==> src/rtl/proj_ext_collector_if.sv <==
// Collector-facing bundle: extender beat stream in, fragment records out.
// The collector uses the slave view; the feeding/consuming side uses master.
interface proj_ext_collector_if #(
    parameter int FRAG_LEN          = 8,
    parameter int FRAG_PART         = 2,
    parameter int SIGNED_INDICE_LEN = 6
);
    logic                         in_valid;
    logic [SIGNED_INDICE_LEN-1:0] in_index;
    logic [FRAG_PART-1:0]         in_gfm;
    logic                         out_valid;
    logic                         out_ready;
    logic [SIGNED_INDICE_LEN-1:0] out_index;
    logic [FRAG_LEN-1:0]          out_fragment;
    logic                         out_neg;
    logic                         out_last;
    logic                         overflow;

    modport master (
        output in_valid, in_index, in_gfm, out_ready,
        input  out_valid, out_index, out_fragment, out_neg, out_last, overflow
    );

    modport slave (
        input  in_valid, in_index, in_gfm, out_ready,
        output out_valid, out_index, out_fragment, out_neg, out_last, overflow
    );
endinterface

==> src/rtl/proj_ext_collector.sv <==
// Reassembles extender slices into {index, fragment} records and queues them in a small FIFO.
// Latency: head valid one cycle after the last slice; upstream never stalls, full FIFO drops and sets sticky overflow.
module proj_ext_collector #(
    parameter int FRAG_LEN          = 8,
    parameter int FRAG_PART         = 2,
    parameter int INDICES_COUNT     = 3,
    parameter int SIGNED_INDICE_LEN = 6,
    parameter int FIFO_DEPTH        = 2
) (
    input  logic                 clk,
    input  logic                 rst_n,
    proj_ext_collector_if.slave  bus
);
    localparam int PARTS = FRAG_LEN / FRAG_PART;
    localparam int PW    = (PARTS > 1) ? $clog2(PARTS) : 1;
    localparam int RW    = (INDICES_COUNT > 1) ? $clog2(INDICES_COUNT) : 1;
    localparam int AW    = $clog2(FIFO_DEPTH);
    localparam int CW    = AW + 1;

    typedef struct packed {
        logic [SIGNED_INDICE_LEN-1:0] idx;
        logic [FRAG_LEN-1:0]          frag;
        logic                         last;
    } rec_t;

    logic [PW-1:0]                part_cnt;
    logic [RW-1:0]                rec_cnt;
    logic [SIGNED_INDICE_LEN-1:0] idx_q;
    logic [FRAG_LEN-1:0]          frag_q;
    logic [FRAG_LEN-1:0]          frag_nxt;
    rec_t                         mem [FIFO_DEPTH];
    rec_t                         new_rec;
    rec_t                         head;
    logic [AW-1:0]                wr_ptr;
    logic [AW-1:0]                rd_ptr;
    logic [CW-1:0]                count;
    logic                         ovf_q;
    logic                         last_part;
    logic                         last_rec;
    logic                         complete;
    logic                         full;
    logic                         pop;
    logic                         push;
    logic                         drop;

    always_comb begin
        frag_nxt = frag_q;
        for (int i = 0; i < PARTS; i++) begin
            if (bus.in_valid && part_cnt == PW'(i)) begin
                frag_nxt[i*FRAG_PART +: FRAG_PART] = bus.in_gfm;
            end
        end
    end

    assign last_part = (part_cnt == PW'(PARTS - 1));
    assign last_rec  = (rec_cnt == RW'(INDICES_COUNT - 1));
    assign complete  = bus.in_valid && last_part;

    // Index of a single-part record comes straight from the beat.
    assign new_rec.idx  = (part_cnt == '0) ? bus.in_index : idx_q;
    assign new_rec.frag = frag_nxt;
    assign new_rec.last = last_rec;

    assign full = (count == CW'(FIFO_DEPTH));
    assign pop  = (count != '0) && bus.out_ready;
    assign push = complete && (!full || pop);
    assign drop = complete && full && !pop;

    always_ff @(posedge clk or negedge rst_n) begin
        if (!rst_n) begin
            part_cnt <= '0;
            rec_cnt  <= '0;
            idx_q    <= '0;
            frag_q   <= '0;
        end else begin
            if (bus.in_valid) begin
                frag_q   <= frag_nxt;
                part_cnt <= last_part ? '0 : part_cnt + 1'b1;
                if (part_cnt == '0) begin
                    idx_q <= bus.in_index;
                end
            end
            if (complete) begin
                rec_cnt <= last_rec ? '0 : rec_cnt + 1'b1;
            end
        end
    end

    // Pointers wrap naturally because the depth is a power of two.
    always_ff @(posedge clk or negedge rst_n) begin
        if (!rst_n) begin
            for (int i = 0; i < FIFO_DEPTH; i++) begin
                mem[i] <= '0;
            end
            wr_ptr <= '0;
            rd_ptr <= '0;
            count  <= '0;
            ovf_q  <= 1'b0;
        end else begin
            if (push) begin
                mem[wr_ptr] <= new_rec;
                wr_ptr      <= wr_ptr + 1'b1;
            end
            if (pop) begin
                rd_ptr <= rd_ptr + 1'b1;
            end
            case ({push, pop})
                2'b10:   count <= count + 1'b1;
                2'b01:   count <= count - 1'b1;
                default: count <= count;
            endcase
            if (drop) begin
                ovf_q <= 1'b1;
            end
        end
    end

    assign head             = mem[rd_ptr];
    assign bus.out_valid    = (count != '0);
    assign bus.out_index    = head.idx;
    assign bus.out_fragment = head.frag;
    assign bus.out_neg      = head.idx[SIGNED_INDICE_LEN-1];
    assign bus.out_last     = head.last;
    assign bus.overflow     = ovf_q;
endmodule

==> src/flat_wrapper.sv <==
// flat-port wrapper written by rule: the top's interface ports become plain ports
module proj_ext_collector_flat 
#(
    parameter int FRAG_LEN          = 8,
    parameter int FRAG_PART         = 2,
    parameter int INDICES_COUNT     = 3,
    parameter int SIGNED_INDICE_LEN = 6,
    parameter int FIFO_DEPTH        = 2
)
  (clk, rst_n, bus_in_valid, bus_in_index, bus_in_gfm, bus_out_ready, bus_out_valid, bus_out_index, bus_out_fragment, bus_out_neg, bus_out_last, bus_overflow);
  proj_ext_collector_if #(.FRAG_LEN(FRAG_LEN), .FRAG_PART(FRAG_PART), .SIGNED_INDICE_LEN(SIGNED_INDICE_LEN)) bus_i ();
  input  logic clk;
  input  logic rst_n;
  input wire logic [$bits(bus_i.in_valid)-1:0] bus_in_valid;
  input wire logic [$bits(bus_i.in_index)-1:0] bus_in_index;
  input wire logic [$bits(bus_i.in_gfm)-1:0] bus_in_gfm;
  input wire logic [$bits(bus_i.out_ready)-1:0] bus_out_ready;
  output wire logic [$bits(bus_i.out_valid)-1:0] bus_out_valid;
  output wire logic [$bits(bus_i.out_index)-1:0] bus_out_index;
  output wire logic [$bits(bus_i.out_fragment)-1:0] bus_out_fragment;
  output wire logic [$bits(bus_i.out_neg)-1:0] bus_out_neg;
  output wire logic [$bits(bus_i.out_last)-1:0] bus_out_last;
  output wire logic [$bits(bus_i.overflow)-1:0] bus_overflow;
  assign bus_i.in_valid = bus_in_valid;
  assign bus_i.in_index = bus_in_index;
  assign bus_i.in_gfm = bus_in_gfm;
  assign bus_i.out_ready = bus_out_ready;
  assign bus_out_valid = bus_i.out_valid;
  assign bus_out_index = bus_i.out_index;
  assign bus_out_fragment = bus_i.out_fragment;
  assign bus_out_neg = bus_i.out_neg;
  assign bus_out_last = bus_i.out_last;
  assign bus_overflow = bus_i.overflow;
  proj_ext_collector #(.FRAG_LEN(FRAG_LEN), .FRAG_PART(FRAG_PART), .INDICES_COUNT(INDICES_COUNT), .SIGNED_INDICE_LEN(SIGNED_INDICE_LEN), .FIFO_DEPTH(FIFO_DEPTH)) u_core (.clk(clk), .rst_n(rst_n), .bus(bus_i));
endmodule
==> config.mk <==
export PLATFORM = sky130hd
export DESIGN_NAME = proj_ext_collector_flat
export DESIGN_NICKNAME = d
export VERILOG_FILES = /design/src/rtl/proj_ext_collector_if.sv /design/src/rtl/proj_ext_collector.sv /design/src/flat_wrapper.sv
export SDC_FILE = /design/constraint.sdc
export NUM_CORES = 1
export LEC_CHECK = 0
export ABC_CLOCK_PERIOD_IN_PS = 1900
export CAP_MARGIN = 10
export CORE_UTILIZATION = 55
export DETAILED_ROUTE_END_ITERATION = 6
export MAX_ROUTING_LAYER = met4
export PLACE_DENSITY = 0.79
export SYNTH_ARGS = -nofsm -noshare
export SYNTH_HDL_FRONTEND = slang
export SYNTH_SLANG_ARGS = --single-unit
==> constraint.sdc <==
create_clock -name clk -period 1.9 [get_ports clk]
set_input_delay 0.57 -clock clk [delete_from_list [all_inputs] [get_ports clk]]
set_output_delay 0.57 -clock clk [all_outputs]
set_load 0.03 [all_outputs]
; Word-level counts from Yosys, hierarchy flattened
; Index checks and enable logic that the tools add are counted.
[op_classes]
bitwise_logic = 2
eq_ne = 7
n_lt_le_gt_ge = 3
n_shift = 0
n_reduce_logical = 15
mux = 14
addsub = 6
div_mod_pow = 0
n_mul = 0
[ops]
columns = op, n
row1 = 15-bit 2-to-1 mux, 4
row2 = 30-bit bitwise mux, 1
row3 = 15-bit demux with 1-bit select, 1
row4 = 2-bit 2-to-1 mux, 6
row5 = 2-bit equality test (second input constant), 5
row6 = 1-bit logical AND, 9
row7 = 2-bit by 1-bit adder with 2-bit output (second input constant), 3
row8 = 6-bit 2-to-1 mux, 1
row9 = 2-bit by 1-bit equality test with 1-bit output (second input constant), 2
row10 = 2-bit greater-or-equal comparator (second input constant), 2
row11 = 1-bit inverter with 2-bit output, 2
row12 = 2-bit one-hot mux with 2 select lines, 1
row13 = 2-bit nonzero test, 2
row14 = 1-bit adder (second input constant), 2
row15 = 1-bit zero test, 2
row16 = 2-bit zero test, 1
row17 = 2-bit by 1-bit less-than comparator with 1-bit output (second input constant), 1
row18 = 2-bit by 1-bit subtractor with 2-bit output (second input constant), 1
row19 = 1-bit logical OR, 1
[word_totals]
latch_bits = 0
elab_cells = 61
ff_bits = 53
input_bits = 12
output_inout_bits = 18
mem_bits_rw = 0
memories = 0
romBits = 0

; Logic depth before layout (Yosys ltp)
; Gate-level depths: netlist of run 1.
[depth]
word_depth = 6
mapped_depth = 7
depth_no_buf = 7

; Worst setup path before layout of run 1
; No wires, ideal clock.
[synth_timing]
kind = reg-to-output
from = register u_core.rd_ptr
to = output bus_out_index[5]
arrival_time_ns = 1.435
path_slack_ns = -0.105
path_stages_with_launch = 5
path_buffers = 3
required_ns = 1.330
path_cell_list = dfrtp_1 -> clkbuf_1 -> buf_2 -> mux2_2 -> buf_4
[synth_between]
elab_chain_len = 4
[synth_rtl]
columns = element, line
row1 = from (decl), proj_ext_collector.sv:35  ; logic [AW-1:0] rd_ptr;
row2 = from (signal assigned), proj_ext_collector.sv:105  ; rd_ptr <= rd_ptr + 1'b1;
row3 = 1-bit inverter with 2-bit output (implied by the code), proj_ext_collector.sv:118  ; assign head = mem[rd_ptr];
row4 = 15-bit 2-to-1 mux (implied by the code) (3 in series), proj_ext_collector.sv:118
row5 = to (decl), flat_wrapper.sv:19  ; output wire logic [$bits(bus_i.out_index)-1:0] bus_out_index;
; Every way passes these cells. The select of a mux whose other input is x is not followed.

; Worst setup path after layout of run 1
; Ends and elaborated chain as after synthesis.

==> results by group, run 1 <==
Run status
  – Status: complete, but fails checks
  – Violated checks: setup timing

Layout
  – Fin util: 0.747
  – Fin nets: 224
  – Diodes inserted: 0
  – FILL cells: 245
  – Cell Count, Final, Fillers Out: 258
  – Layout cell share with drive strength beyond 1: 0.577
  – Layout area overhead: 26.2%
  – Finished Cell Area: 3070 um^2

Hold path
  – Worst hold path class: in -> async

Global route
  – Initial antenna violation count: 0
  – Number of global-route vias before repair: 1562
  – Grt ovf: 0
  – First-pass GRT wire length: 7420 um
  – Largest net degree at the start of global routing: 54
  – Tot GR Track Use: 0.232

Power
  – P_leak: 1.43 nW
  – Worst VDD drop: 0.947 mV
  – Pwr per Cell Area: 1890 nW/um^2
  – Tot Pwr: 5.82 mW

Route
  – TritonRoute pass-1 iters: 4
  – DR DRC count: 0
  – DRT iter0 DRCs: 82
  – Via count: 1395
  – Post-DRT Antenna Nets: 0
  – Detail-routed net length per standard cell: 18.4 um
  – Vias/cell: 5.41
  – Routed WL: 4760 um

Worst setup path
  – Crit path top cell by count: buf_6
  – Startpoint types: flip-flop
  – Critical-path top delay cell: dfrtp_2
  – CP arrival: 1.37 ns
  – CP delay by family, top: flip-flops
  – Crit Reg-Reg Endpoint: u_core.count[1]
  – Crit Path Category: reg -> out
  – Worst-path fanout max: 6
  – FF-to-FF setup slack: 0.11 ns
  – Required @ worst endpoint: 1.33 ns
  – Max incr delay on CP: 0.45 ns
  – Ordered cell list for the critical path: buf_6 -> mux2_4 -> buf_6
  – Worst r2r src: u_core.part_cnt[0]
  – Bufs and invs on worst path: 2
  – Worst r2r path cells: 7
  – Setup crit end kind: output pin

CTS
  – Clock Root Buffer: clkbuf_8
  – Maximum clock path buffer count: 2
  – CTS H-Tree Depth: 2
  – CTS Sinks: 53
  – CTS Hold Bufs: 0
  – Num CTS Buffers: 5
  – CTS tree: yes
  – Reg clk slew, reported paths: 0.10 ns
  – Clock latency on the worst-skew pair: 0.31 ns

Floorplan
  – I/O pin count: 30
  – Die area: 4700 um^2
  – Total core area: 4120 um^2
  – DIE WIDTH: 68.5 um
  – Initial Utilization: 0.592
  – Chip height: 68.5 um
  – Row cnt: 23

Placed design
  – Detailed Place HPWL: 3290 um
  – # port buffers: 29
  – Placed Area: 2860 um^2
  – GP Congestion: 0.756
  – Placed cells: 248
  – DP Worst Slack: -0.413 ns

Yosys
  – Synth Register Bits: 53
  – Sequential-to-total area share from yosys stat: 0.545
  – Synthesis warning total: 0
  – Synth Flop Type: dfrtp_1
  – Post-Syn Instances: 160
  – Largest family of logic cells by synthesized area: multiplexers
  – Ys async rst share: 1.00
  – Post-synthesis adder-cell area fraction: 0.0257
  – Simple-Gate Fraction of Synth Area: 0.0550
  – Xor and xnor area share after synthesis: 0.0180
  – Mux cell area share after synthesis: 0.316
  – Synth Area in Compound Gates: 0.0128
  – Mapped Area: 2430 um^2
  – Post-Syn Nets: 177
  – Library cells used by synthesis: 26
  – Synthesized area per cell: 15.2 um^2
  – Number of flops mapped to enable cells by yosys: 0

STA
  – Fmax: 0.516 GHz
  – Slew Limit Fails: 0
  – Final worst-path setup slack: -0.0386 ns
  – Min Hold Slack: 0.243 ns
  – Hold Vio Cnt, Final: 0
  – Setup TNS: -0.522 ns
  – Final period utilization: 1.02
  – Post-layout minimum cycle time: 1.94 ns
  – Measured slew at the worst slew-check pin: 0.322 ns
  – Final setup viols: 16
  – Slew headroom: 0.786
  – RSZ-0062 raised after global routing: yes
  – Final Skew: 0.00616 ns

Flow run
  – Max_cap viols: 0
==> synth_stat cells (all sizes together) (2+ instances only) <==
| cell type | number | area, um^2 |
|---|---|---|
| buf | 6 | 56.3 |
| dfrtp | 53 | 1330 |
| ha | 5 | 62.6 |
| inv | 2 | 7.51 |
| mux2 | 65 | 769 |
| nand2 | 7 | 36.3 |
| nor2 | 2 | 7.51 |
| nor3 | 2 | 21.3 |
| nor3b | 2 | 37.5 |
| o21ai | 3 | 15.0 |
| or2 | 2 | 12.5 |
| xnor2 | 3 | 26.3 |
| xor2 | 2 | 17.5 |
==> state kept, by name, indices dropped and copies added (netlist names) <==
| name | cells |
|---|---|
| u_core.bus.overflow | 1 |
| u_core.rd_ptr | 1 |
| u_core.wr_ptr | 1 |
| u_core.rec_cnt | 2 |
| u_core.idx_q | 6 |
| u_core.part_cnt | 2 |
| u_core.frag_q | 8 |
| u_core.mem | 30 |
| u_core.count | 2 |
==> cell type report <==
class / count / area (um^2) / area share
sequential: 53 / 1330 / 0.432
multi-input combinational: 98 / 1100 / 0.357
timing repair buffer: 47 / 463 / 0.151
clock buffer: 5 / 68.8 / 0.0224
tap: 50 / 62.6 / 0.0204
clock inverter: 3 / 46.3 / 0.0151
inverter: 2 / 7.51 / 0.00244
==> worst register-to-register path, stage by stage, from the launching register on <==
cell	delay, ns
dfrtp_1	0.41
ha_1	0.27
nand2_4	0.11
or2_2	0.33
ha_4	0.17
xnor2_1	0.21
nor2_2	0.06
xor2_1	0.14
==> worst max-delay path by stage <==
stage,startpoint,endpoint,cells past startpoint
global route,u_core.rd_ptr,bus_out_index[1],3
CTS,u_core.rd_ptr,bus_out_index[5],3
global placement,bus_in_valid,u_core.count[1],7
detailed placement,bus_in_valid,u_core.count[1],6
finish,u_core.rd_ptr,bus_out_index[5],3
floorplan,u_core.rd_ptr,bus_out_index[5],4
==> power by group <==
group / internal [mW] / total (mW) / switching (mW)
sequential: 1.67 / 1.99 / 0.317
combinational: 1.65 / 3.06 / 1.41
clock: 0.394 / 0.772 / 0.378
==> repair_timing <==
item | 4_1_cts | 5_1_grt
resized for setup | 106 | 41
cloned | 0 | 1
endpoints found under the setup margin | 19 | 20
buffers inserted | 1 | 0
==> placed cells by master (no fill, tap or decap), types with 2 or more instances in the layout <==
cell type / instances
buf_2: 2
buf_4: 13
buf_6: 20
clkbuf_8: 5
clkdlybuf4s50_1: 8
dfrtp_1: 52
dlygate4sd2_1: 2
ha_1: 4
inv_1: 2
mux2_2: 44
mux2_4: 21
nand2_1: 5
nor3b_4: 2
o21ai_0: 3
or2_2: 2
xnor2_1: 3
xor2_1: 2
==> logic make-up (layout without fill, tap and decap cells) <==
| group | Yosys count | after routing |
|---|---|---|
| flip-flops | 53 | 53 |
| multiplexers | 65 | 65 |
| buffers and inverters | 9 | 57 |
| AO/OA/AOI/OAI | 5 | 5 |
| AND/OR/NAND/NOR | 18 | 18 |
| XOR/XNOR | 5 | 5 |
| adder cells (fa/ha/maj) | 5 | 5 |
==> routing by layer <==
metal	wire, um	GRT usage	vias up	share of wire
met3	153	0.0477	5	0.032
met1	2090	0.279	716	0.44
met2	2470	0.391	25	0.52
met4	41	0.0755	0	0.0086
li1	-	-	649	-
met5	0	-	-	0
(Power assumes the default switching activity.)
==> run 2: changes to the inputs <==
- CORE_UTILIZATION: 55 -> 62
- DONT_BUFFER_PORTS: unset -> 1
- PLACE_DENSITY: 0.79 -> 0.75
==> results by group, run 2 (synthesis results as in run 1) <==
Layout
  – FILL cells: 261 (+6.5%)
  – Top Registers: u_core.mem: 30 flops, u_core.frag_q: 8 flops, u_core.idx_q: 6 flops
  – Reg with most FFs: u_core.mem
  – Layout cell share with drive strength beyond 1: 0.547 (-0.0299)
  – Diodes inserted: 0 (unchanged)
  – Cell Count, Final, Fillers Out: 218 (-16%)
  – Layout area overhead: 9.87%
  – Most frequent cells in the layout: mux2_2, dfrtp_1, mux2_4, buf_4
  – Most common cell after layout, fill and taps aside: mux2_2
  – Fin nets: 186 (-17%)
  – Fin util: 0.720 (-0.0269)
  – Max FFs per register: 30 (unchanged)

STA
  – Slew Limit Fails: 0 (unchanged)
  – Setup TNS: 0 ns (+0.522 ns)
  – Fmax: 0.526 GHz (+2.1%)
  – Final period utilization: 1.00 (-0.0206)
  – Final Skew: 0.0109 ns (+0.00473 ns)
  – Hold Vio Cnt, Final: 0 (unchanged)
  – Post-layout minimum cycle time: 1.90 ns (-0.0391 ns)
  – Measured slew at the worst slew-check pin: 0.343 ns (+0.0210 ns)
  – Final setup viols: 0 (-16)
  – RSZ-0062 raised after global routing: yes
  – Min Hold Slack: 0.113 ns (-0.130 ns)
  – Slew headroom: 0.771 (-0.0149)

Worst setup path
  – Required @ worst endpoint: 1.33 ns (about the same)
  – Worst r2r path cells: 6 (-1)
  – Ordered cell list for the critical path: buf_12 -> mux2_2
  – Crit Reg-Reg Endpoint: u_core.count[1]
  – Worst-path fanout max: 13 (+7)
  – Crit Path Category: reg -> out
  – CP arrival: 1.33 ns (-0.04 ns)
  – Startpoint types: flip-flop
  – Bufs and invs on worst path: 1 (-1)
  – Critical-path top delay cell: mux2_2
  – Critical path launch point: u_core.rd_ptr
  – Max incr delay on CP: 0.44 ns (about the same)
  – CP endpoint: bus_out_index[2]
  – Worst r2r src: u_core.part_cnt[0]
  – Crit path depth: 2 (-1)
  – FF-to-FF setup slack: 0.09 ns (-0.02 ns)
  – CP delay by family, top: multiplexers
  – Setup crit end kind: output pin

Route
  – TritonRoute pass-1 iters: 4 (unchanged)
  – DRT iter0 DRCs: 41 (-50%)
  – Routed WL: 4080 um (-14%)
  – Post-DRT Antenna Nets: 0 (unchanged)
  – Via count: 1239 (-11%)
  – DR DRC count: 0 (unchanged)
  – Vias/cell: 5.68 (+5.1%)
  – Detail-routed net length per standard cell: 18.7 um (+1.5%)

Global route
  – Largest net degree at the start of global routing: 54 (unchanged)
  – First-pass GRT wire length: 6780 um (-8.7%)
  – Grt ovf: 0 (unchanged)
  – Tot GR Track Use: 0.232 (-0.000412)
  – Initial antenna violation count: 0 (unchanged)
  – Number of global-route vias before repair: 1317 (-16%)

CTS
  – Clock latency on the worst-skew pair: 0.31 ns (about the same)
  – Postcts setup bufs: 0 (-1)
  – Clock Root Buffer: clkbuf_8
  – Reg clk slew, reported paths: 0.10 ns (about the same)
  – Num CTS Buffers: 5 (unchanged)
  – CTS tree: yes
  – Maximum clock path buffer count: 2 (unchanged)
  – CTS H-Tree Depth: 2 (unchanged)
  – CTS Sinks: 53 (unchanged)

Run status
  – Status: finished, final reports clean

Power
  – Worst VDD drop: 1.15 mV (+21%)
  – Tot Pwr: 5.07 mW (-13%)
  – Pwr per Cell Area: 1900 nW/um^2 (about the same)
  – P_leak: 1.20 nW (-16%)

Placed design
  – Detailed Place HPWL: 2900 um (-12%)
  – # port buffers: 0 (-100%)
  – Placed cells: 209 (-16%)
  – GP Congestion: 0.730 (-3.4%)

Floorplan
  – Row cnt: 22 (-4.3%)
  – Total core area: 3720 um^2 (-9.7%)
  – Chip height: 64.7 um (-5.6%)
  – I/O pin count: 30 (unchanged)
  – Die area: 4180 um^2 (-11%)
  – Initial Utilization: 0.655 (+0.0635)
  – DIE WIDTH: 64.7 um (-5.6%)

Hold path
  – Worst hold path class: in -> async

Flow run
  – Max_cap viols: 0 (unchanged)
## run 2: changes by cell type in the layout (fill, tap and decap cells not counted), sizes merged
cell and delta:
bufinv +1, dlymetal6s2s -1, clkinvlp -1, clkdlybuf4s50 -8, buf -27, dlygate4sd2 -2
## run 2: how the worst min path moves through the flow
stage          slack (ns)                   to  start
2_1_floorplan        0.27  u_core.bus.overflow  rst_n
3_3_place_gp         0.28       u_core.mem[26]  rst_n
3_5_place_dp         0.28       u_core.mem[11]  rst_n
4_1_cts              0.11        u_core.mem[5]  rst_n
5_1_grt              0.12       u_core.mem[18]  rst_n
6_report             0.11       u_core.mem[15]  rst_n
## run 2: layer usage
layer	track usage	vias to the layer above	part of all wire
li1	-	572	-
met1	0.296	644	0.46
met2	0.371	21	0.50
met3	0.0669	2	0.040
met4	0.0500	0	0.0034
met5	-	-	0
## run 2: area by class of cell
type                            instances  area [um^2]  share of cell area
Timing Repair Buffer                    9          100              0.0374
Clock inverter                          3         65.1              0.0243
Multi-Input combinational cell         98         1050               0.391
Clock buffer                            5         68.8              0.0257
Sequential cell                        53         1330               0.496
Inverter                                2         7.51             0.00281
Tap cell                               48         60.1              0.0225
## run 2: what timing repair did
action,4_1_cts,5_1_grt
setup endpoints to repair,12,16
hold buffers,1,0
resized for setup,1,2
hold endpoints to repair,53,0
## run 2: power by group
group	internal, mW	switching [mW]	leakage, nW
Sequential	1.67	0.336	0.647
Combinational	1.03	1.17	0.481
Clock	0.523	0.341	0.0681
## run 2: metrics by stage
step	setup slack (ns)	area [um^2]
2_1_floorplan	0.0540	2440
3_3_place_gp	0.179	2510
3_5_place_dp	0.0622	2510
4_1_cts	-0.0138	2670
5_1_grt	-0.0487	2680
6_report	0.000489	2680
==> run 3: changes to the inputs <==
- ABC_CLOCK_PERIOD_IN_PS: 1900 -> 2500
- CORE_UTILIZATION: 62 -> 67
- PLACE_DENSITY: 0.75 -> 0.8
- clock period: 1.9 -> 2.5 ns (I/O delays scaled with it)
==> results by group, run 3 (synthesis results as in run 1) <==
Run status
  – Status: finished, final reports clean

STA
  – Hold Vio Cnt, Final: 0 (unchanged)
  – Final Skew: 0.0183 ns (+0.00738 ns)
  – Final setup viols: 0 (unchanged)
  – Slew headroom: 0.664 (-0.107)
  – Final period utilization: 0.938
  – Fmax: 0.427 GHz
  – Post-layout minimum cycle time: 2.34 ns
  – Slew Limit Fails: 0 (unchanged)
  – Measured slew at the worst slew-check pin: 0.503 ns (+0.160 ns)
  – RSZ-0062 raised after global routing: no
  – Setup TNS: 0 ns (unchanged)
  – Final worst-path setup slack: 0.155 ns (+0.155 ns)

Worst setup path
  – Crit Path Category: reg -> out
  – Max incr delay on CP: 0.49 ns (+0.05 ns)
  – Crit Reg-Reg Endpoint: u_core.mem[7]
  – FF-to-FF setup slack: 0.45 ns (+0.36 ns)
  – Setup crit end kind: output pin
  – CP arrival: 1.59 ns (+0.26 ns)
  – Worst r2r src: u_core.part_cnt[0]
  – Critical-path top delay cell: dfrtp_1
  – Required @ worst endpoint: 1.75 ns (+0.42 ns)
  – Ordered cell list for the critical path: buf_4 -> mux2_2
  – Worst-path fanout max: 12 (-1)
  – Worst r2r path cells: 5 (-1)
  – Startpoint types: flip-flop

Layout
  – Diodes inserted: 0 (unchanged)
  – Top Registers: u_core.mem: 30 flops, u_core.frag_q: 8 flops, u_core.idx_q: 6 flops
  – Most common cell after layout, fill and taps aside: mux2_2
  – Fin nets: 180 (-3.2%)
  – Max FFs per register: 30 (unchanged)
  – Layout area overhead: 5.04%
  – Reg with most FFs: u_core.mem
  – Fin util: 0.749 (+0.0289)
  – Finished Cell Area: 2560 um^2 (-4.4%)
  – Layout cell share with drive strength beyond 1: 0.512 (-0.0349)
  – Most frequent cells in the layout: mux2_2, dfrtp_1, mux2_4

Floorplan
  – Total core area: 3420 um^2 (-8.1%)
  – I/O pin count: 30 (unchanged)
  – Chip height: 62.3 um (-3.7%)
  – Die area: 3880 um^2 (-7.2%)
  – Row cnt: 21 (-4.5%)
  – Initial Utilization: 0.713 (+0.0576)
  – DIE WIDTH: 62.3 um (-3.7%)

Global route
  – First-pass GRT wire length: 6800 um (+0.41%)
  – Largest net degree at the start of global routing: 54 (unchanged)
  – Initial antenna violation count: 0 (unchanged)
  – Number of global-route vias before repair: 1327 (+0.76%)
  – Tot GR Track Use: 0.246 (+0.0136)
  – Grt ovf: 0 (unchanged)

Hold path
  – Worst hold path class: in -> async

Power
  – Pwr per Cell Area: 1440 nW/um^2 (-24%)
  – Worst VDD drop: 1.01 mV (-12%)
  – P_leak: 1.14 nW (-4.3%)
  – Tot Pwr: 3.69 mW (-27%)

CTS
  – Maximum clock path buffer count: 2 (unchanged)
  – Clock latency on the worst-skew pair: 0.38 ns (+0.07 ns)
  – CTS tree: yes
  – Clock Root Buffer: clkbuf_4
  – Num CTS Buffers: 5 (unchanged)
  – CTS Hold Bufs: 0 (-1)
  – CTS resizes: 0 (-1)
  – Reg clk slew, reported paths: 0.16 ns (+0.06 ns)
  – CTS Sinks: 53 (unchanged)
  – CTS H-Tree Depth: 2 (unchanged)
  – Postcts setup bufs: 0 (unchanged)

Flow run
  – Max_cap viols: 0 (unchanged)

Route
  – Routed WL: 4140 um (+1.4%)
  – Met2 WL: 1940 um (-4.2%)
  – Met3 routed WL: 176 um (+6.7%)
  – DRT iter0 DRCs: 72 (+76%)
  – Max layer used: met4
  – Via count: 1229 (-0.81%)
  – Post-DRT Antenna Nets: 0 (unchanged)
  – Metal-1 WL: 1950 um (+4.1%)
  – TritonRoute pass-1 iters: 4 (unchanged)
  – Detail-routed net length per standard cell: 19.7 um (+5.3%)
  – Vias/cell: 5.85 (+3.0%)
  – DR DRC count: 0 (unchanged)

Placed design
  – # port buffers: 0 (unchanged)
  – GP Congestion: 0.739 (+1.2%)
  – Detailed Place HPWL: 2860 um (-1.4%)
  – Placed Area: 2450 um^2 (-2.1%)
  – DP Worst Slack: 0.456 ns (+0.394 ns)
-- run 3: cell types whose count changed in the layout (fill, tap and decap cells not counted), sizes merged --
cell,delta
buf,-6
-- run 3: metrics by stage --
| step | std cells | hold WS [ns] |
|---|---|---|
| 2_1_floorplan | 160 | 0.454 |
| 3_3_place_gp | 202 | 0.456 |
| 3_5_place_dp | 202 | 0.456 |
| 4_1_cts | 210 | 0.0153 |
| 5_1_grt | 210 | 0.000375 |
| 6_report | 210 | 0.0370 |
-- run 3: final cells by class --
type                            count  area (um^2)
Clock inverter                      3         65.1
Timing Repair Buffer                3         22.5
Inverter                            2         7.51
Sequential cell                    53         1330
Clock buffer                        5         37.5
Multi-Input combinational cell     98         1040
Fill cell                         220          858
Tap cell                           46         57.6
-- run 3: where the power goes --
group	switching, mW	leakage (nW)	internal (mW)	total (mW)
combinational	0.863	0.441	0.732	1.59
clock	0.262	0.0552	0.310	0.571
sequential	0.258	0.648	1.27	1.52
-- run 3: critical path: cells and delay by family (launching register included) --
family	cells	cell delay [ns]
flops	1	0.49
mux	1	0.45
buf+inv	1	0.27
-- run 3: per-layer routing --
| layer | vias up | track usage |
|---|---|---|
| met1 | 638 | 0.320 |
| met4 | 0 | 0.113 |
| met2 | 24 | 0.376 |
| met5 | - | - |
| li1 | 560 | - |
| met3 | 7 | 0.0460 |
-- run 3: worst max path at each step --
stage                            end  depth (start not counted)     startpoint
finish              bus_out_index[3]                          2  u_core.rd_ptr
detailed placement     u_core.mem[2]                          4   bus_in_valid
CTS                 bus_out_index[2]                          2  u_core.rd_ptr
global placement       u_core.mem[4]                          4   bus_in_valid
floorplan           bus_out_index[5]                          4  u_core.rd_ptr
global route        bus_out_index[2]                          2  u_core.rd_ptr
